$ cat config.mk
export PLATFORM = sky130hd
export DESIGN_NAME = shared_adder_arbiter
export DESIGN_NICKNAME = d
export VERILOG_FILES = /design/src/rtl/shared_adder_arbiter.sv
export SDC_FILE = /design/constraint.sdc
export NUM_CORES = 1
export LEC_CHECK = 0
export CAP_MARGIN = 15
export CORE_MARGIN = 2
export CORE_UTILIZATION = 44
export DETAILED_ROUTE_END_ITERATION = 6
export PLACE_DENSITY_LB_ADDON = 0.12
export SLEW_MARGIN = 30
export SYNTH_ARGS = -nofsm -noshare
export SYNTH_HDL_FRONTEND = slang
export SYNTH_SLANG_ARGS = --single-unit
$ cat constraint.sdc
create_clock -name clk -period 1.9 [get_ports clk]
set_clock_uncertainty 0.05 [all_clocks]
set_input_delay 0.38 -clock clk [delete_from_list [all_inputs] [get_ports clk]]
set_output_delay 0.38 -clock clk [all_outputs]
set_load 0.02 [all_outputs]
$ cat src/rtl/shared_adder_arbiter.sv
// shared_adder_arbiter: round-robin share of one registered (WIDTH+1)-bit adder; optional SHARED_ADDER_CLEAR_EN adds per-lane clr
module shared_adder_arbiter #(
    parameter int NUM_REQ = 4,
    parameter int WIDTH   = 2,
    parameter int ID_W    = 2
) (
    input  logic                     clk,
    input  logic                     reset,
    input  logic [NUM_REQ-1:0]       req,
    input  logic [NUM_REQ*WIDTH-1:0] a_in,
    input  logic [NUM_REQ*WIDTH-1:0] b_in,
`ifdef SHARED_ADDER_CLEAR_EN
    input  logic [NUM_REQ-1:0]       clr,
`endif
    output logic [NUM_REQ-1:0]       grant,
    output logic [WIDTH:0]           out,
    output logic                     out_valid,
    output logic [ID_W-1:0]          out_id,
    output logic                     busy
);
    typedef enum logic [1:0] {IDLE, GRANT, RESULT} state_t;
    state_t              r_state;
    logic [ID_W-1:0]     r_rr_ptr;
    logic [ID_W-1:0]     r_id;
    logic [WIDTH-1:0]    r_a;
    logic [WIDTH-1:0]    r_b;
    logic                r_clr;
    logic [NUM_REQ-1:0]  r_grant;
    logic [WIDTH:0]      r_out;
    logic                r_out_valid;
    logic [ID_W-1:0]     r_out_id;
    logic [ID_W-1:0]     w_win;
    logic [WIDTH:0]      w_sum;
    logic                w_clr_sel;
    // Round-robin pick: descending scan so the lowest offset from rr_ptr wins
    always_comb begin
        w_win = r_rr_ptr;
        for (int k = NUM_REQ - 1; k >= 0; k--)
            if (req[(int'(r_rr_ptr) + k) % NUM_REQ]) w_win = ID_W'((int'(r_rr_ptr) + k) % NUM_REQ);
    end
`ifdef SHARED_ADDER_CLEAR_EN
    assign w_clr_sel = clr[w_win];
`else
    assign w_clr_sel = 1'b0;
`endif
    assign w_sum = r_clr ? '0 : {1'b0, r_a} + {1'b0, r_b};
    // Three-state grant/add/result sequencer with registered outputs
    always_ff @(posedge clk) begin
        if (reset) begin
            r_state     <= IDLE;
            r_rr_ptr    <= '0;
            r_id        <= '0;
            r_a         <= '0;
            r_b         <= '0;
            r_clr       <= 1'b0;
            r_grant     <= '0;
            r_out       <= '0;
            r_out_valid <= 1'b0;
            r_out_id    <= '0;
        end else begin
            case (r_state)
                IDLE: if (|req) begin
                    r_grant <= NUM_REQ'(1) << w_win;
                    r_a     <= a_in[int'(w_win)*WIDTH +: WIDTH];
                    r_b     <= b_in[int'(w_win)*WIDTH +: WIDTH];
                    r_clr   <= w_clr_sel;
                    r_id    <= w_win;
                    r_state <= GRANT;
                end
                GRANT: begin
                    r_grant     <= '0;
                    r_out       <= w_sum;
                    r_out_id    <= r_id;
                    r_out_valid <= 1'b1;
                    r_rr_ptr    <= (r_id == ID_W'(NUM_REQ - 1)) ? '0 : r_id + 1'b1;
                    r_state     <= RESULT;
                end
                default: begin
                    r_out_valid <= 1'b0;
                    r_state     <= IDLE;
                end
            endcase
        end
    end
    assign grant     = r_grant;
    assign out       = r_out;
    assign out_valid = r_out_valid;
    assign out_id    = r_out_id;
    assign busy      = (r_state != IDLE);
endmodule

==> results of run 1 <==
path summary, 6_finish.rpt:
check	from	depth (start not counted)	endpoint
worst min-delay path	out[1]	2	out[1]
worst max-delay path	r_state[1]	5	r_a[0]
worst min register to register	out[1]	2	out[1]
worst max register to register	r_state[1]	5	r_a[0]
flip-flops by register name (all words and copies together), names as in the netlist:
register,cells
grant,4
out,3
out_id,2
r_a,2
r_b,2
r_id,2
r_rr_ptr,2
r_state,2
out_valid,1
worst max-delay path, cell delays in order (launching register included):
cell and delay, ps:
sky130_fd_sc_hd__dfxtp_1 340, sky130_fd_sc_hd__or2_1 260, sky130_fd_sc_hd__or2_1 250, sky130_fd_sc_hd__buf_4 180, sky130_fd_sc_hd__or3_1 410, sky130_fd_sc_hd__o32ai_1 130
cells in the final DEF, fill, tap and decap left out, types with 2 or more instances in the layout:
cell,count
sky130_fd_sc_hd__ha_1,2
sky130_fd_sc_hd__nand2_1,21
sky130_fd_sc_hd__dlygate4sd2_1,3
sky130_fd_sc_hd__nand2b_1,2
sky130_fd_sc_hd__buf_4,10
sky130_fd_sc_hd__dfxtp_1,20
sky130_fd_sc_hd__nand3_1,5
sky130_fd_sc_hd__nor2b_1,5
sky130_fd_sc_hd__nor2_1,11
sky130_fd_sc_hd__mux2i_1,3
sky130_fd_sc_hd__dlymetal6s2s_1,2
sky130_fd_sc_hd__a21oi_2,2
sky130_fd_sc_hd__or2_1,3
sky130_fd_sc_hd__clkdlybuf4s50_1,27
sky130_fd_sc_hd__a221o_1,3
sky130_fd_sc_hd__clkbuf_4,3
sky130_fd_sc_hd__a21oi_1,18
sky130_fd_sc_hd__nor3_1,2
routing by layer:
metal / routed length (µm) / vias to the layer above / GRT usage
li1: - / 491 / -
met1: 985 / 458 / 0.219
met2: 1210 / 33 / 0.350
met3: 134 / 2 / 0.0556
met4: 14 / 0 / 0.0395
met5: 0 / - / 0
power breakdown:
group	leakage, nW	switching (mW)	internal [mW]
sequential	0.164	0.0255	0.457
clock	0.0210	0.132	0.117
combinational	0.397	0.158	0.162
final cells by class:
cell class	instances	area (µm²)
fill	196	756
multi-input combinational	91	546
timing repair buffer	42	397
clock buffer	4	36.3
tap	28	35.0
sequential	20	400
cell families (layout without fill, tap and decap cells):
logic type	Yosys count	count (layout)	share of synthesized area
AND/OR/NAND/NOR	54	54	0.256
AO/OA/AOI/OAI	30	30	0.208
adder cells (fa/ha/maj)	3	3	0.0456
buffers and inverters	7	46	0.0443
multiplexers	4	4	0.0418
flip-flops	20	20	0.405
metrics by stage:
stage	hold WS [ps]	setup TNS, ps	util
floorplan	378	0	-
global placement	389	-1660	0.630
detailed placement	397	-2450	0.630
CTS	413	0	0.645
global route	425	0	0.652
finish	411	0	0.652
what timing repair did:
action | 4_1_cts | 5_1_grt
setup endpoints to repair | 6 | 3
endpoints found under the hold margin | 0 | 0
gates cloned | 0 | 0
buffers inserted | 0 | 1
resized for setup | 3 | 3
==> run summary, run 1 <==
The tools report the global-route congestion overflow total as 0. The category of the critical setup timing path is reg -> reg. The number of design rule violations left after detail routing is 0. At the end of routability-driven placement, the weighted congestion stood at 0.764. The logs give 2060 ps for the data required time at the worst endpoint and 0 for the number of slew-limit violations in the final report. In the final routed layout, each cell accounts on average for 12.7 µm. The level count of the clock H-tree is 1, and the number of top-level pins is 33. The area growth from synthesis to layout is 43.0%.

The analysis attributes to cell leakage a power of 0.582 nW. At the pin with the least slew margin, the transition time is 478 ps. The floorplan step defined a die boundary enclosing 2640 µm². STA classifies the critical path endpoint as a flip-flop.

After synthesis, the netlist uses 30 different library cells. TritonCTS built the clock tree. The async set-or-reset flop fraction in the synthesized netlist is 0, and the effective utilization at floorplan is 0.456. The sequential share of the synthesized area was 0.405; the core outline area was 2170 µm². Averaged over all synthesized cells, the footprint is 8.38 µm². The library cell with the highest instance count after synthesis is sky130_fd_sc_hd__nand2_1. The worst slew margin relative to its limit was 0.682; the total power density per cell area was 743 nW/µm². The repair_antennas step left the layout with diodes totalling 0.

From left edge to right edge, the die measures 51.4 µm. The path class of the tightest hold or removal check is reg -> reg. The run gives 0 as the number of buffers added to fix hold violations after cts. The number of antenna violations at the first check in global routing is 0, and the number of vias per cell after detailed routing is 5.32. Across the run, the number of max-cap violations was 0. Prior to clock tree synthesis, the placed netlist has a worst setup slack of -355 ps.

The share of cells above drive strength 1 is 0.146, and the latest clock arrival within the worst-skew pair is 300 ps. The first global-routing pass estimated 3800 µm of wire. The critical path data arrival time was 1890 ps; the number of global-route vias before repair was 883. During placement, the flow inserted port buffers numbering 32. Counting the buffers created by CTS gives 3. The tools report the final-report hold violation count as 0. The fraction of synthesized cell area taken by the top area cell type was 0.405; the filler-free cell count of the finished design was 185. The number of synthesized flops with an enable pin was 0; the maximum clock rate was 580 MHz. The startpoint kind of the worst setup timing path is a flip-flop. The detailed-route via count came out at 984. The final period utilization is 0.908, and the total half-perimeter wirelength after legalization and detailed placement is 1830 µm. Synthesis produced a netlist whose cell count is 118. The tools report the count of clock tree sinks as 20. The reg2reg setup slack is 170 ps. Peak ir drop on the vdd network: 734 µV. In this run, placement finished with an instance count of 180. The run gives 2340 µm as the total wire length after detailed routing. Counting every net in the synthesized netlist gives 143. The flow ran to the end, and the final reports show no timing, DRC or antenna violations.

The total non-filler cell area in the finished layout came out at 1410 µm². The CTS clock-pin slew for the worst setup and hold paths was 110 ps; the global router's overall resource usage was 0.192. In this run the clock root is driven by a sky130_fd_sc_hd__clkbuf_4.

The logs give 1.05 mW for the total power consumption of the routed design and 2 for the number of buffers between clock root and the deepest sink. The die extent in y works out to 51.4 µm. Summing every instance area after synthesis gives 988 µm².

By count the netlist is led by sky130_fd_sc_hd__nand2_1 (21), sky130_fd_sc_hd__dfxtp_1 (20), sky130_fd_sc_hd__a21oi_1 (18), sky130_fd_sc_hd__nor2_1 (11). Setup repair after global routing left no endpoint under its margin. The tools report the net count reported at finish as 183. The Yosys warning count was 0; the largest fanout of any net on the critical path was 9. The cell row count came out at 17. Cell area reported after detailed placement: 1370 µm². For this run, the leading register cell type out of synthesis is sky130_fd_sc_hd__dfxtp_1. In this run the remaining antenna-violating nets after routing total 0.

For the post-layout worst setup margin, the log shows 175 ps. The number of storage elements in the synthesis netlist is 20. The detailed-routing iteration count for the pre-antenna-repair pass was 4. The starting DRC count in detailed routing is 21. Sorting the synthesized cells by area gives the leading types as sky130_fd_sc_hd__dfxtp_1 (41%), sky130_fd_sc_hd__a21oi_1 (9.1%), sky130_fd_sc_hd__nand2_1 (8.0%). The largest area contributor in the netlist is sky130_fd_sc_hd__dfxtp_1. Setup violations remaining at the end of the flow were counted as 0.

Counting I/O delays and the setup requirement, the final critical path takes 1730 ps. Entering global routing, the biggest net connects 18 pins.
Note: power is estimated with default switching activity, not from simulation.
==> inputs of run 2 (changes only) <==
--- a/config.mk
+++ b/config.mk
@@ -7,7 +7,7 @@
 export LEC_CHECK = 0
 export CAP_MARGIN = 15
 export CORE_MARGIN = 2
-export CORE_UTILIZATION = 44
+export CORE_UTILIZATION = 40
 export DETAILED_ROUTE_END_ITERATION = 6
 export PLACE_DENSITY_LB_ADDON = 0.12
 export SLEW_MARGIN = 30
==> constraint.sdc (replaced) <==
create_clock -name clk -period 1.45 [get_ports clk]
set_clock_uncertainty 0.05 [all_clocks]
set_input_delay 0.29 -clock clk [delete_from_list [all_inputs] [get_ports clk]]
set_output_delay 0.29 -clock clk [all_outputs]
set_load 0.02 [all_outputs]
==> run summary, run 2 (synthesized netlist as in run 1, its figures left out) <==
The endpoint of the worst hold-timing path was out[1]. The tools report the worst slew margin relative to its limit as 0.741 (+0.0597). The tools report the number of buffers between clock root and the deepest sink as 2 (unchanged).

The flip-flop count of the largest register after layout came out at 4 (unchanged). Peak ir drop on the vdd network: 948 µV (+29%). The global router's overall resource usage was 0.189 (-0.00298). The multi-input combinational cell area was 613 µm² (+12%). Latest clock arrival within the worst-skew pair: 290 ps (about the same). The tools report the post-layout worst setup margin as -187 ps (-362 ps). Number of vias per cell after detailed routing: 5.16 (-3.0%). Diode insertion count for antenna repair: 0 (unchanged). The number of input and output port buffers inserted is 32 (unchanged). The hold slack came out at 408 ps (-3.61 ps).

For the starting DRC count in detailed routing, the log shows 13 (-38%). The category of the critical setup timing path was reg -> reg. The net count reported at finish was 195 (+6.6%). The pin slew with the least headroom to its limit works out to 387 ps (-90.4 ps).

The tools report the detailed-route via count as 1022 (+3.9%). Worst hold path class: reg -> reg. The depth of the worst register-to-register path is 7 (+2), and the data required time at the worst endpoint is 1640 ps (-420 ps).

The tools report the number of slew-limit violations in the final report as 0 (unchanged). The run gives 408 µm² (+1.9%) as the footprint of the flip-flops and latches. The logs give 9 (+9) for the total of endpoints with negative setup slack in the final report and 2410 µm² (+11%) for the core outline area. The CTS clock-pin slew for the worst setup and hold paths was 110 ps (about the same). The tools report the number of buffers added to fix hold violations after cts as 0 (unchanged). Number of top-level pins: 33 (unchanged). The run gives 233 (+19%) as the number of fillers in the final layout. The total wire length after detailed routing was 2460 µm (+5.0%).

The largest fanout of any net on the critical path is 6 (-3). The final RePlAce weighted congestion was 0.746 (-2.3%). The die width works out to 53.7 µm (+4.5%). The number of global-route vias before repair is 972 (+10%). The checks that failed: setup timing. The most common cell after layout, fill and taps aside was sky130_fd_sc_hd__nand2_1.

In the layout the commonest cells are sky130_fd_sc_hd__nand2_1 (21), sky130_fd_sc_hd__buf_4 (18), sky130_fd_sc_hd__clkdlybuf4s50_1 (17). The first-pass GRT wire length is 4000 µm (+5.3%). The reported leakage power is 0.693 nW (+19%), and the number of design rule violations left after detail routing is 0 (unchanged).

Cell count of the worst hold path: 2 (unchanged). The startpoint identified for the worst hold timing path is out[1]. The area enclosed by the die boundary was 2880 µm² (+9.2%); the number of buffers added by the clock tree synthesis step was 3 (unchanged).

TritonCTS built the clock tree. The detailed-routing iteration count for the pre-antenna-repair pass was 4 (unchanged). The tools report the terminus of the critical flop-to-flop path as r_b[0]. From synthesis to final layout, the design area changed by 58.4%.

The reg2reg setup slack was -190 ps (-360 ps). The die extent in y works out to 53.7 µm (+4.5%). The startpoint kind of the worst setup timing path is a flip-flop.

Final core utilization: 0.650 (-0.00214). The total of max-cap violations is 0 (unchanged), and the total half-perimeter wirelength after legalization and detailed placement is 1850 µm (+0.86%). The category of the worst setup path capture point is a flip-flop.

The antenna violation net count after detailed routing is 0 (unchanged). The share of cells above drive strength 1 is 0.310 (+0.163), and the routed length per instance is 12.4 µm (-1.9%). Time the final worst path needs with I/O delays and setup: 1640 ps (-87.9 ps).

The final-report hold violation count was 0 (unchanged); the pin count of the biggest net entering global routing was 11 (-7). The flow ran to the end, but the final reports show violations. The final period utilization works out to 1.13 (+0.221). The number of antenna violations at the first check in global routing is 0 (unchanged), and the level count of the clock H-tree is 1 (unchanged). The maximum clock rate was 611 MHz (+5.4%); the critical path data arrival time was 1820 ps (-70 ps).

For the effective utilization at floorplan, the log shows 0.410 (-0.0454). The total power density per cell area is 891 nW/µm² (+20%). Setup repair after global routing could not meet its margin everywhere. The run gives 20 (unchanged) as the count of clock tree sinks.

The logs give 18 (+1) for the cell row count and 0 (unchanged) for the global-route congestion overflow total. CTS placed an instance of sky130_fd_sc_hd__clkbuf_4 at the clock tree root. Launch point of the worst reg-to-reg path: r_rr_ptr[1].
## run 2: final cells by class
| cell class | instances | share of cell area |
|---|---|---|
| Multi-Input combinational cell | 91 | 0.392 |
| Timing Repair Buffer | 54 | 0.309 |
| Sequential cell | 20 | 0.261 |
| Tap cell | 30 | 0.0240 |
| Clock buffer | 3 | 0.0144 |
## run 2: worst max-delay path: stages (launching register included)
cell,delay (ps)
sky130_fd_sc_hd__dfxtp_4,370
sky130_fd_sc_hd__or2_1,240
sky130_fd_sc_hd__a21oi_2,150
sky130_fd_sc_hd__o31a_4,190
sky130_fd_sc_hd__buf_4,120
sky130_fd_sc_hd__a21oi_2,30
sky130_fd_sc_hd__a221o_1,300
sky130_fd_sc_hd__a21oi_1,120
## run 2: power breakdown
part / leakage [nW] / total [mW] / internal, mW / switching (mW)
Combinational: 0.514 / 0.503 / 0.268 / 0.234
Sequential: 0.166 / 0.633 / 0.599 / 0.0334
Clock: 0.0138 / 0.259 / 0.0968 / 0.162
Total: 0.693 / 1.39 / 0.964 / 0.430
## run 2: what timing repair did
item / in CTS / in global routing
setup endpoints to repair: 22 / 10
gates resized for setup: 33 / 13
setup buffers: 7 / 0
pin swaps: 8 / 5
## run 2: metal layers
layer  up-vias  share of wire  global-route usage
met5         -              0                   0
met4         0         0.0041              0.0256
met3         3          0.042              0.0528
met2        19           0.52               0.356
met1       483           0.43               0.213
li1        517              -                   -
## run 2: worst max-delay path by stage
| stage | startpoint | endpoint | slack, ps | depth (start not counted) |
|---|---|---|---|---|
| after detailed placement | req[2] | r_b[1] | -690 | 7 |
| after global routing | r_rr_ptr[1] | r_b[0] | -260 | 7 |
| after CTS | r_rr_ptr[1] | r_a[0] | -230 | 6 |
| after global placement | req[0] | r_a[0] | -670 | 7 |
| final | r_rr_ptr[1] | r_b[0] | -190 | 7 |
| after floorplan | r_rr_ptr[0] | r_a[0] | -80 | 5 |
## run 2: metrics by stage
step | power [mW] | TNS (ps) | worst slack (ps) | area (µm²) | std cells
2_1_floorplan | 0.897 | -282 | -80.9 | 1000 | 118
3_3_place_gp | 1.08 | -5810 | -665 | 1430 | 188
3_5_place_dp | 1.09 | -6290 | -690 | 1430 | 188
4_1_cts | 1.38 | -1370 | -234 | 1520 | 198
5_1_grt | 1.48 | -1560 | -258 | 1570 | 198
6_report | 1.39 | -886 | -187 | 1570 | 198
==> inputs of run 3 (changes only) <==
--- a/config.mk
+++ b/config.mk
@@ -5,9 +5,10 @@
 export SDC_FILE = /design/constraint.sdc
 export NUM_CORES = 1
 export LEC_CHECK = 0
+export ABC_AREA = 1
 export CAP_MARGIN = 15
 export CORE_MARGIN = 2
-export CORE_UTILIZATION = 40
+export CORE_UTILIZATION = 43
 export DETAILED_ROUTE_END_ITERATION = 6
 export PLACE_DENSITY_LB_ADDON = 0.12
 export SLEW_MARGIN = 30
==> run summary, run 3 <==
The tools report the peak ir drop on the vdd network as 1230 µV (+30%). The number of distinct library cells after synthesis was 25 (-17%); the number of vias per cell after detailed routing was 5.07 (-1.8%). The number of synthesized flops with an enable pin was 0 (unchanged); the data required time at the worst endpoint was 1590 ps (-50 ps). The tools report the total of max-cap violations as 0 (unchanged). The terminus of the critical flop-to-flop path was r_b[0]. For the hold slack, the log shows 417 ps (+9.34 ps).

The detailed-routing iteration count for the pre-antenna-repair pass was 4 (unchanged). The number of fillers in the final layout is 251 (+7.7%). The sequential share of the synthesized area is 0.328 (-0.0772). The final core utilization is 0.684 (+0.0347), and the first-pass GRT wire length is 4890 µm (+22%).

The tools report the launch point of the worst reg-to-reg path as r_rr_ptr[0]. The logs give 2730 µm² (+13%) for the core outline area and 1870 µm² (+20%) for the total non-filler cell area in the finished layout. The number of top-level pins was 33 (unchanged); the largest fanout of any net on the critical path was 7 (+1). By area the synthesized netlist is led by sky130_fd_sc_hd__dfxtp_1 (33%), sky130_fd_sc_hd__nand2_1 (11%), sky130_fd_sc_hd__nor2_1 (8.6%).

The flow ran to the end, but the final reports show violations. The cell row count is 19 (+1), and the async set-or-reset flop fraction in the synthesized netlist is 0 (unchanged). The flip-flop count of the largest register after layout was 4 (unchanged); the number of input and output port buffers inserted was 32 (unchanged). The logs give 65 (+52) for the starting DRC count in detailed routing and 176 (+49%) for the number of standard cells after synthesis. The run gives 3 (unchanged) as the number of buffers added by the clock tree synthesis step.

The total of endpoints with negative setup slack in the final report is 10 (+1). The tools report the net count reported at finish as 254 (+30%). The library cell with the highest instance count after synthesis was sky130_fd_sc_hd__nand2_1. The most common cell after layout, fill and taps aside was sky130_fd_sc_hd__nor2_1.

The biggest area contributor in the post-synthesis netlist is sky130_fd_sc_hd__dfxtp_1. Mean area per synthesized cell: 6.94 µm² (-17%). Post-layout worst setup margin: -293 ps (-106 ps). The tools report the total wire length after detailed routing as 3300 µm (+34%).

The cell count of the worst hold path is 1 (-1). The critical path data arrival time was 1880 ps (+60 ps). The tools report the start point of the worst min-delay path as r_state[1]. The tools report the diode insertion count for antenna repair as 0 (unchanged).

STA classifies the critical path endpoint as a flip-flop. The logs give 12 (+1) for the pin count of the biggest net entering global routing and 0 (unchanged) for the global-route congestion overflow total. The run gives 1 (unchanged) as the level count of the clock H-tree. The logs give 0.447 (+0.0365) for the effective utilization at floorplan and 0.188 (-0.00108) for the global router's overall resource usage. For hold timing, the worst endpoint is out_valid. The worst setup path is of the reg -> reg kind. Number of design rule violations left after detail routing: 0 (unchanged). The depth of the worst register-to-register path is 14 (+7). Detailed-route via count: 1313 (+28%). The number of buffers added to fix hold violations after cts came out at 0 (unchanged). Setup repair after global routing could not meet its margin everywhere. Counting instances in the post-synthesis netlist gives the leading cell types as sky130_fd_sc_hd__nand2_1 (36), sky130_fd_sc_hd__nor2_1 (28), sky130_fd_sc_hd__inv_1 (21), sky130_fd_sc_hd__dfxtp_1 (20), sky130_fd_sc_hd__nand3_1 (13). The final RePlAce weighted congestion was 0.908 (+22%).

The tools report the area enclosed by the die boundary as 3280 µm² (+14%). The number of slew-limit violations in the final report is 0 (unchanged), and the pin slew with the least headroom to its limit is 329 ps (-58.1 ps). The time the final worst path needs with I/O delays and setup was 1740 ps (+106 ps); the number of antenna violations at the first check in global routing was 0 (unchanged). The antenna violation net count after detailed routing is 0 (unchanged), and the count of clock tree sinks is 20 (unchanged). The top cell types in the final layout, fill and taps aside, are sky130_fd_sc_hd__nor2_1 (28), sky130_fd_sc_hd__nand2_1 (22), sky130_fd_sc_hd__inv_1 (20). TritonCTS built the clock tree.

Die extent in y: 57.3 µm (+6.7%). The final reports fail on setup timing. For the worst slew margin relative to its limit, the log shows 0.780 (+0.0385).

The number of buffers between clock root and the deepest sink was 2 (unchanged); the total power density per cell area was 1110 nW/µm² (+25%). The share of cells above drive strength 1 is 0.316 (+0.00627), and the reg2reg setup slack is -290 ps (-110 ps). For the net count after synthesis, the log shows 201 (+41%).

Yosys warning count: 0 (unchanged). The routed length per instance came out at 12.7 µm (+2.6%). The worst-case setup slack after placement came out at -608 ps (+81.4 ps). Filler-free cell count of the finished design: 259 (+31%). The logs give 0.951 nW (+37%) for the reported leakage power and 574 MHz (-6.1%) for the maximum clock rate.

The cell area reported after detailed placement was 1650 µm² (+15%). Number of storage elements in the synthesis netlist: 20 (unchanged). The die width is 57.3 µm (+6.7%), and the latest clock arrival within the worst-skew pair is 300 ps (about the same). The path class of the tightest hold or removal check is reg -> reg.

The run gives 248 (+32%) as the cell count after placement. For this run, the leading register cell type out of synthesis is sky130_fd_sc_hd__dfxtp_1. STA classifies the critical path startpoint as a flip-flop. The final period utilization was 1.20 (+0.0729); the final-report hold violation count was 0 (unchanged). The tree is rooted in a sky130_fd_sc_hd__clkbuf_4. Relative to the synthesized area, the layout overhead comes to 53.2%. The logs give 1134 (+17%) for the number of global-route vias before repair and 1220 µm² (+24%) for the synthesized area.

For the total half-perimeter wirelength after legalization and detailed placement, the log shows 2240 µm (+21%). The CTS clock-pin slew for the worst setup and hold paths is 110 ps (about the same). The fraction of synthesized cell area taken by the top area cell type was 0.328 (-0.0772).
[run 3: cell types whose count changed after synthesis, sizes merged, moves of 5 or more]
| cell | change |
|---|---|
| nand3 | +12 |
| a21oi | -14 |
| nor2 | +19 |
| nor2b | -5 |
| inv | +25 |
| o21ai | +9 |
| nand2 | +28 |
[run 3: cell families (layout without fill, tap and decap cells)]
group | count (synthesis) | after routing | share of synthesized area
adders and majority gates | 3 | 3 | 0.0369
buffers and inverters | 30 | 81 | 0.124
AOI/OAI and AO/OA | 20 | 20 | 0.0881
and+or+nand+nor | 103 | 104 | 0.423
DFF | 20 | 20 | 0.328
[run 3: how the worst max path moves through the flow]
| stage | startpoint | to |
|---|---|---|
| floorplan | r_rr_ptr[0] | r_a[1] |
| global placement | req[1] | r_a[1] |
| detailed placement | req[1] | r_b[0] |
| CTS | r_rr_ptr[0] | r_b[0] |
| global route | r_rr_ptr[0] | r_b[0] |
| finish | r_rr_ptr[0] | r_b[0] |
[run 3: area by class of cell]
class                           instances  area [µm²]  area share
Tap cell                               31        38.8      0.0207
Sequential cell                        20         408       0.218
Timing Repair inverter                  1        11.3     0.00602
Multi-Input combinational cell        127         812       0.434
Clock buffer                            4        36.3      0.0194
Timing Repair Buffer                   51         455       0.243
Inverter                               25         109      0.0582
[run 3: worst max-delay path, cell delays in order (launching register included)]
cell                      delay (ps)
sky130_fd_sc_hd__dfxtp_4         430
sky130_fd_sc_hd__buf_6           140
sky130_fd_sc_hd__nand2_2          70
sky130_fd_sc_hd__nand3_2          60
sky130_fd_sc_hd__nand2_1          60
sky130_fd_sc_hd__inv_1            70
sky130_fd_sc_hd__nand2_2          60
sky130_fd_sc_hd__nand2_4          80
sky130_fd_sc_hd__nand3_4         160
sky130_fd_sc_hd__nand2_8         140
sky130_fd_sc_hd__nand2_1          50
sky130_fd_sc_hd__nand2_1          50
sky130_fd_sc_hd__nor2_1           40
sky130_fd_sc_hd__nor2_1          110
sky130_fd_sc_hd__nor2_1           60
[run 3: per-stage QoR]
| step | total power [mW] | TNS (ps) |
|---|---|---|
| finish | 2.08 | -2270 |
| global route | 2.23 | -3180 |
| CTS | 1.94 | -1470 |
| detailed placement | 1.58 | -5450 |
| global placement | 1.56 | -4850 |
| floorplan | 1.31 | -882 |
[run 3: what timing repair did]
item,4_1_cts,5_1_grt
gates resized for setup,31,37
endpoints found under the setup margin,21,11
pin swaps,11,20
cloned,1,1
buffers inserted,2,4
[run 3: power by group]
part           internal (mW)  switching [mW]
clock                  0.153           0.162
sequential             0.631          0.0622
combinational          0.446           0.628
total                   1.23           0.852
[run 3: layer usage]
metal | wire length [µm] | vias to the layer above | share of wire | global-route usage
li1 | - | 660 | - | -
met1 | 1360 | 610 | 0.41 | 0.239
met2 | 1800 | 37 | 0.55 | 0.330
met3 | 117 | 6 | 0.035 | 0.0431
met4 | 15 | 0 | 0.0045 | 0.0299
met5 | 0 | - | 0 | 0
